### config.mk
export PLATFORM = sky130hd
export DESIGN_NAME = reverse_double_dabble
export DESIGN_NICKNAME = d
export VERILOG_FILES = /design/src/rtl/bcd_pkg.sv /design/src/rtl/bcd_digit_sub3.sv /design/src/rtl/reverse_double_dabble.sv
export SDC_FILE = /design/constraint.sdc
export NUM_CORES = 1
export LEC_CHECK = 0
export CAP_MARGIN = 20
export CORE_MARGIN = 2
export CORE_UTILIZATION = 47
export CTS_BUF_LIST = sky130_fd_sc_hd__clkbuf_2
export CTS_CLUSTER_DIAMETER = 30
export CTS_CLUSTER_SIZE = 28
export DETAILED_ROUTE_END_ITERATION = 16
export GPL_TIMING_DRIVEN = 1
export PLACE_DENSITY_LB_ADDON = 0.05
export SLEW_MARGIN = 20
export SYNTH_ARGS = -nofsm -noshare
export SYNTH_HDL_FRONTEND = slang
export SYNTH_SLANG_ARGS = --single-unit
### constraint.sdc
create_clock -name clock -period 1.3 [get_ports clock]
set_input_delay 0.26 -clock clock [delete_from_list [all_inputs] [get_ports clock]]
set_output_delay 0.26 -clock clock [all_outputs]
set_load 0.01 [all_outputs]
### src/rtl/bcd_pkg.sv
// Shared constants for the binary<->BCD converter pair: FSM encoding,
// digit width and the double-dabble adjust values.
package bcd_pkg;

   localparam logic [1:0] ST_IDLE = 2'd0;
   localparam logic [1:0] ST_CONV = 2'd1;
   localparam logic [1:0] ST_DONE = 2'd2;

   localparam int DIGIT_W = 4;

   localparam logic [3:0] ADJ_VAL    = 4'd3;
   localparam logic [3:0] REV_THRESH = 4'd8;
   localparam logic [3:0] FWD_THRESH = 4'd5;

   function automatic logic digit_bad(input logic [3:0] d);
      return d > 4'd9;
   endfunction

endpackage

### src/rtl/bcd_digit_sub3.sv
// Reverse double-dabble digit correction: after a right shift, any digit
// that picked up a weight-8 bit from its upper neighbour is pulled back by 3.
module bcd_digit_sub3
   import bcd_pkg::*;
(
   input  logic [3:0] d,
   output logic [3:0] q
);

   assign q = (d >= REV_THRESH) ? d - ADJ_VAL : d;

endmodule

### src/rtl/reverse_double_dabble.sv
// Sequential BCD-to-binary converter, one result bit per clock (shift right,
// then subtract 3 from every BCD digit >= 8).
module reverse_double_dabble
   import bcd_pkg::*;
#(
   parameter int NDECS    = 3,
   parameter int NBITS    = 10,
   parameter int DEC_BITS = NDECS*4
)(
   input  logic                clock,
   input  logic                reset_n,
   input  logic                in_valid,
   output logic                in_ready,
   input  logic [DEC_BITS-1:0] decimal,
   output logic                out_valid,
   input  logic                out_ready,
   output logic [NBITS-1:0]    binary,
   output logic                overflow,
   output logic                digit_error,
   output logic [1:0]          dbg_state
);

   localparam int TW = DEC_BITS + NBITS;
   localparam int CW = $clog2(NBITS + 1);

   logic [1:0]          state;
   logic [CW-1:0]       cnt;
   logic [TW-1:0]       temp;
   logic [TW-1:0]       temp_shr;
   logic [TW-1:0]       temp_next;
   logic [DEC_BITS-1:0] bcd_adj;
   logic                dec_err;

   // Handshakes: a transfer happens on a rising edge where valid and ready
   // are both 1; valid never waits on ready, and payload is held while valid.
   assign in_ready  = (state == ST_IDLE);
   assign out_valid = (state == ST_DONE);
   assign dbg_state = state;

   assign temp_shr = temp >> 1;

   for (genvar g = 0; g < NDECS; g++) begin : g_digit
      bcd_digit_sub3 u_sub3 (
         .d (temp_shr[NBITS + g*DIGIT_W +: DIGIT_W]),
         .q (bcd_adj[g*DIGIT_W +: DIGIT_W])
      );
   end

   assign temp_next = {bcd_adj, temp_shr[NBITS-1:0]};

   always_comb begin
      dec_err = 1'b0;
      for (int g = 0; g < NDECS; g++) begin
         if (digit_bad(decimal[g*DIGIT_W +: DIGIT_W])) dec_err = 1'b1;
      end
   end

   always_ff @(posedge clock or negedge reset_n) begin
      if (!reset_n) begin
         state       <= ST_IDLE;
         temp        <= '0;
         cnt         <= '0;
         digit_error <= 1'b0;
      end else begin
         case (state)
            ST_IDLE: begin
               if (in_valid) begin
                  temp        <= {decimal, {NBITS{1'b0}}};
                  cnt         <= '0;
                  digit_error <= dec_err;
                  state       <= ST_CONV;
               end
            end
            ST_CONV: begin
               temp <= temp_next;
               cnt  <= cnt + CW'(1);
               if (cnt == CW'(NBITS - 1)) state <= ST_DONE;
            end
            ST_DONE: begin
               if (out_ready) state <= ST_IDLE;
            end
            default: state <= ST_IDLE;
         endcase
      end
   end

   // Whatever is left in the BCD part after NBITS shifts is value >> NBITS.
   assign binary   = (out_valid && !digit_error) ? temp[NBITS-1:0] : '0;
   assign overflow = out_valid && !digit_error && (temp[TW-1:NBITS] != '0);

endmodule

* Word level (Yosys, flattened, before mapping)
Cells that the tools add are included. W data, S select, Z words.
Storage, ports and cells: register bits after elaboration 29, logic and storage cells 44, input bits 16
Operators by class: reduce and logical (&&, ||, !) cells 9, magnitude comparators 6, $add $sub $neg 4, equal/unequal tests 6, muxes and demuxes 15
Operators with widths (number):
- $pmux W22 S2 | 1
- $mux W22 | 1
- $mux W4 | 4
- $gt A4 B4 Y1 const B | 3
- $reduce_bool A12 Y1 | 1
- $mux W10 | 1
- $ge A4 B4 Y1 const B | 2
- $pmux W4 S2 | 1
- $sub A4 B2 Y4 const B | 2
- $mux W2 | 3
- $pmux W2 S3 | 1
- $add A4 B1 Y4 const B | 1
- $eq A4 B4 Y1 const B | 1
- $ge A3 B4 Y1 const B | 1
- $ne A2 B2 Y1 const B | 2
- $reduce_and A2 Y1 | 2
- $sub A3 B2 Y4 const B | 1
- $mux W1 | 3
- $reduce_and A3 Y1 | 1
- $eq A2 B1 Y1 const B | 1
- $eq A2 B2 Y1 const B | 1
- $logic_and A1 B1 Y1 | 2
- $logic_not A2 Y1 | 1
- $ne A2 B1 Y1 const B | 1
- other kinds (2) | 2

* Logic depth before layout (Yosys ltp)
word-level depth 4, gate-level depth with buffers 5, depth with buffers taken out 5

* By module
A second synthesis with hierarchy kept.
Unflattened totals: cell total of the unflattened synthesis 179, area, all modules 1721.7 um^2
Modules (own cells, without submodules):
- reverse_double_dabble | area each 1492.7 um^2, instances 1, seq. area each 725.7 um^2, cells each 146
- bcd_digit_sub3 | area each 76.3 um^2, instances 3, seq. area each 0.0 um^2, cells each 11

* Least setup slack after synthesis
OpenSTA, ideal clock, no wires.
path type reg2out, start point reg state[0], in the netlist dbg_state[0], end point out binary[1], arrival 1.151 ns, stages on the path, launching flop included 6, path buffers 2, setup slack -0.111 ns, cells stage by stage dfrtp_1 > buf_4 > nand2b_1 > nor2_1 > buf_2 > and2_1
Between the ends: longest elaborated chain between the ends 3
Ends and longest elaborated chain:
- start, declared | line reverse_double_dabble.sv:26 | logic [1:0] state;
- start signal, assigned | line reverse_double_dabble.sv:60 | state <= ST_IDLE;
- start signal, assigned | line reverse_double_dabble.sv:71 | state <= ST_CONV;
- start signal, assigned | line reverse_double_dabble.sv:77 | if (cnt == CW'(NBITS - 1)) state <= ST_DONE;
- $eq A2 B2 Y1 | line reverse_double_dabble.sv:37 | assign out_valid = (state == ST_DONE);
- $logic_and A1 B1 Y1 | line reverse_double_dabble.sv:88 | assign binary = (out_valid && !digit_error) ? temp[NBITS-1:0] : '0;
- $mux W10 | line reverse_double_dabble.sv:88
- end, declared | line reverse_double_dabble.sv:17 | output logic [NBITS-1:0] binary,
Every way passes these cells.

* Worst setup path in the final report
start point reg temp[16], end point out overflow
Between the ends: longest elaborated chain between the ends 2
Ends and longest elaborated chain:
- start, declared | line reverse_double_dabble.sv:28 | logic [TW-1:0] temp;
- start signal, assigned | line reverse_double_dabble.sv:68 | temp <= {decimal, {NBITS{1'b0}}};
- start signal, assigned | line reverse_double_dabble.sv:75 | temp <= temp_next;
- $reduce_bool A12 Y1 | line reverse_double_dabble.sv:89 | assign overflow = out_valid && !digit_error && (temp[TW-1:NBITS] != '0);
- $logic_and A1 B1 Y1 | line reverse_double_dabble.sv:89
- end, declared | line reverse_double_dabble.sv:18 | output logic overflow,
Every way passes these cells.

==> flow_metrics.tcl <==
set metrics [dict create \
    grt_pass1_wl_um 8550 \
    drive_gt1_frac 0.567 \
    numCtsBuffers 5 \
    ys_seq_elements 29 \
    critPathArrivalTime_ns 1.67 \
    layout_min_cycle_time_ns 1.93 \
    grt_max_degree 30 \
    drcViolationCount 0 \
    hold_buffers 0 \
    synthTopCellsByArea "dfrtp_1 (47%), a22o_1 (5.6%), ha_1 (4.8%)" \
    rsz0062_at_grt "true" \
    synth_top_cell_by_area "dfrtp_1" \
    cp_max_fo 2 \
    routedWlPerCell_um 25.0 \
    slowest_delay_ns 0.44 \
    power.share.sequential 0.287 \
    fmax_ghz 0.519 \
    clock_latency_ns 0.42 \
    synth.avg_cell_area_um2 9.94 \
    place.detailed.hpwl_um 2900 \
    slew_headroom 0.696 \
    yosys_warnings 0 \
    die_y_um 61.6 \
    violations "negative setup slack" \
    rows 20 \
    final_util 0.904 \
    io_buffers 31 \
    fill_cells 126 \
    drt_wl_total_um 7260 \
    n_antenna_cell 0 \
    grt_pass1_vias 1662 \
    ir_drop_uv 1370 \
    top_usage_layer "met2" \
    start_kind "register" \
    antenna_found_initial 0 \
    grt_overflow 0 \
    placeableCoreArea_mm2 0.00310 \
    vias 1888 \
    root_buffer "clkbuf_2" \
    power_density_mw_per_mm2 2140 \
    tightest_slew_ns 0.451 \
    path_clk_slew_ns 0.19 \
    dr.first_iter.drc_count 224 \
    cts_tree "built" \
    die_w_um 61.6 \
    grt_util_met3 0.0756 \
    crit_type "register to output port" \
    outcome "finished with violations" \
    first_pass_iters 8 \
    avgViaCountPerCell 6.49 \
    synth.net_count 179 \
    intPower_mw 3.33 \
    clock_sinks 29 \
    met2_usage 0.519 \
    cts_max_level 2 \
    hold_class "input pin to async pin" \
    cp-end-kind "output port" \
    synth_area_mm2 0.00156 \
    swShare 0.445 \
    finClkSkew_ns 0.0319 \
    yosys.cell_types.count 34 \
    synth_top_cell_area_share 0.465 \
    gp_congestion 0.922 \
    regToRegSetupSlack_ns -0.36 \
    dieArea_mm2 0.00380 \
    final_max_slew_viol_count 0 \
    finalWorstSetupSlack_ns -0.628 \
    p_total_mw 6.01 \
    yosysSeqAreaShare 0.465 \
    required_ns 1.04 \
    p_leak_nw 1.29 \
    area_growth_pct 79.9 \
    synthCells 157 \
    clkPwrFrac 0.081 \
    finalSetupViolations 45 \
    timing.final.crit_share 1.48 \
    crit_family "simple AND/OR/NAND/NOR gates" \
    grtUsageMet1 0.408 \
    p_sw_mw 2.67 \
    antenna_left 0 \
    power_frac_comb 0.631 \
    track_usage 0.319 \
    path_cells "nor4_1 -> nand3_1 -> and2_4 -> buf_6" \
    cts_buffer_depth 2 \
    final_nets 268 \
    io_pins 32 \
    cp_slowest_cell "dfrtp_1" \
    max_cap_viol_count 0 \
    hold_viol_final 0 \
    floorplan.initialDensity 0.503 \
    worst-path-buf-inv 1 \
]
-- power groups by stage --
stage	logic, mW	clock network (mW)	registers (mW)
3_5_place_dp	2.44	0	1.58
6_report	3.79	0.487	1.73
4_1_cts	3.03	0.457	1.60
3_3_place_gp	2.35	0	1.56
2_1_floorplan	1.30	0	1.63
5_1_grt	3.94	0.523	1.75
-- logic make-up (layout without fill, tap and decap cells) --
logic type / Yosys count / count (layout) / share of synthesized area
AO/OA/AOI/OAI: 55 / 55 / 0.246
XOR/XNOR: 4 / 4 / 0.0225
adder cells (fa/ha/maj): 6 / 6 / 0.0481
buffers and inverters: 19 / 107 / 0.0577
flip-flops: 29 / 29 / 0.465
multiplexers: 3 / 3 / 0.0200
AND/OR/NAND/NOR: 41 / 43 / 0.140
-- layer usage --
layer,share of wire,routed length (um)
met1,0.36,2640
met2,0.47,3430
met3,0.091,663
met4,0.074,534
met5,0,0
-- layout make-up --
| cell class | instances | area, um^2 | area share |
|---|---|---|---|
| inverter | 8 | 33.8 | 0.0120 |
| tap | 44 | 55.1 | 0.0196 |
| timing repair buffer | 91 | 905 | 0.322 |
| clock buffer | 5 | 25.0 | 0.00892 |
| clock inverter | 3 | 12.5 | 0.00446 |
| sequential | 29 | 727 | 0.259 |
| multi-input combinational | 111 | 1050 | 0.374 |
-- final timing paths --
kind / startpoint / end / depth (start not counted)
max: temp[16] / overflow / 4
max reg2reg: dbg_state[1] / temp[12] / 7
min reg2reg: temp[0] / temp[0] / 1
max in group asynchronous: reset_n / digit_error / 2
min: reset_n / temp[21] / 2
min in group clock: out_ready / dbg_state[1] / 2
-- repair_timing --
action                     4_1_cts  5_1_grt
setup endpoints to repair       38       45
resized for setup              128       34
pin swaps                       23       13
setup buffers                   17        6
cloned                           2        1
-- Yosys cell counts (all sizes together) --
cell type and count:
a32oi 1, o21ai 9, a2bb2oi 2, and2 11, o221ai 1, o22ai 12, mux2i 2, mux2 1
a211oi 1, a22o 10, xor2 2, a311o 1, dfrtp 29, o21bai 1, xnor2 2, a31oi 2
nor2b 3, ha 6, inv 8, nand2 7, nor3b 1, o311ai 1, o22a 2, nand2b 4
nor4 3, o32ai 1, nand3 5, a21o 1, nor2 7, buf 11, a21oi 10
-- cell usage in the layout, fill, tap and decap left out, drive strengths merged, types with 3 or more instances in the layout --
cell type      count
nor4               3
buf               76
clkdlybuf4s50     15
dfrtp             29
o22ai             12
ha                 6
a22o              10
nor2b              3
a21oi             10
o21ai              9
and2              11
nor2               9
inv                7
nand3              5
clkbuf             5
nand2              7
clkinv             3
nand2b             4
-- state kept, by name, indices dropped and copies added, names as in the netlist --
register / cells
temp: 22
cnt: 4
dbg_state: 2
digit_error: 1
-- per-stage QoR --
stage          cell area [um^2]  setup WS [ns]  TNS (ns)  std cells  hold WS, ns
4_1_cts                    2640         -0.460     -9.67        287        0.228
6_report                   2810         -0.628    -12.32        291        0.171
5_1_grt                    2810         -0.756    -13.80        291        0.178
2_1_floorplan              1610        -0.0310    -0.310        157      -0.0356
3_5_place_dp               2240         -0.542     -8.35        262        0.482
3_3_place_gp               2240         -0.515     -7.67        262        0.478
-- worst register-to-register path, stage by stage (launching register included) --
cell and delay, ns:
dfrtp_1 0.45, buf_6 0.13, buf_6 0.12, buf_8 0.12, buf_6 0.12, clkinvlp_4 0.26, buf_6 0.22, o221ai_2 0.18
Power figures use the tool's default switching activity.
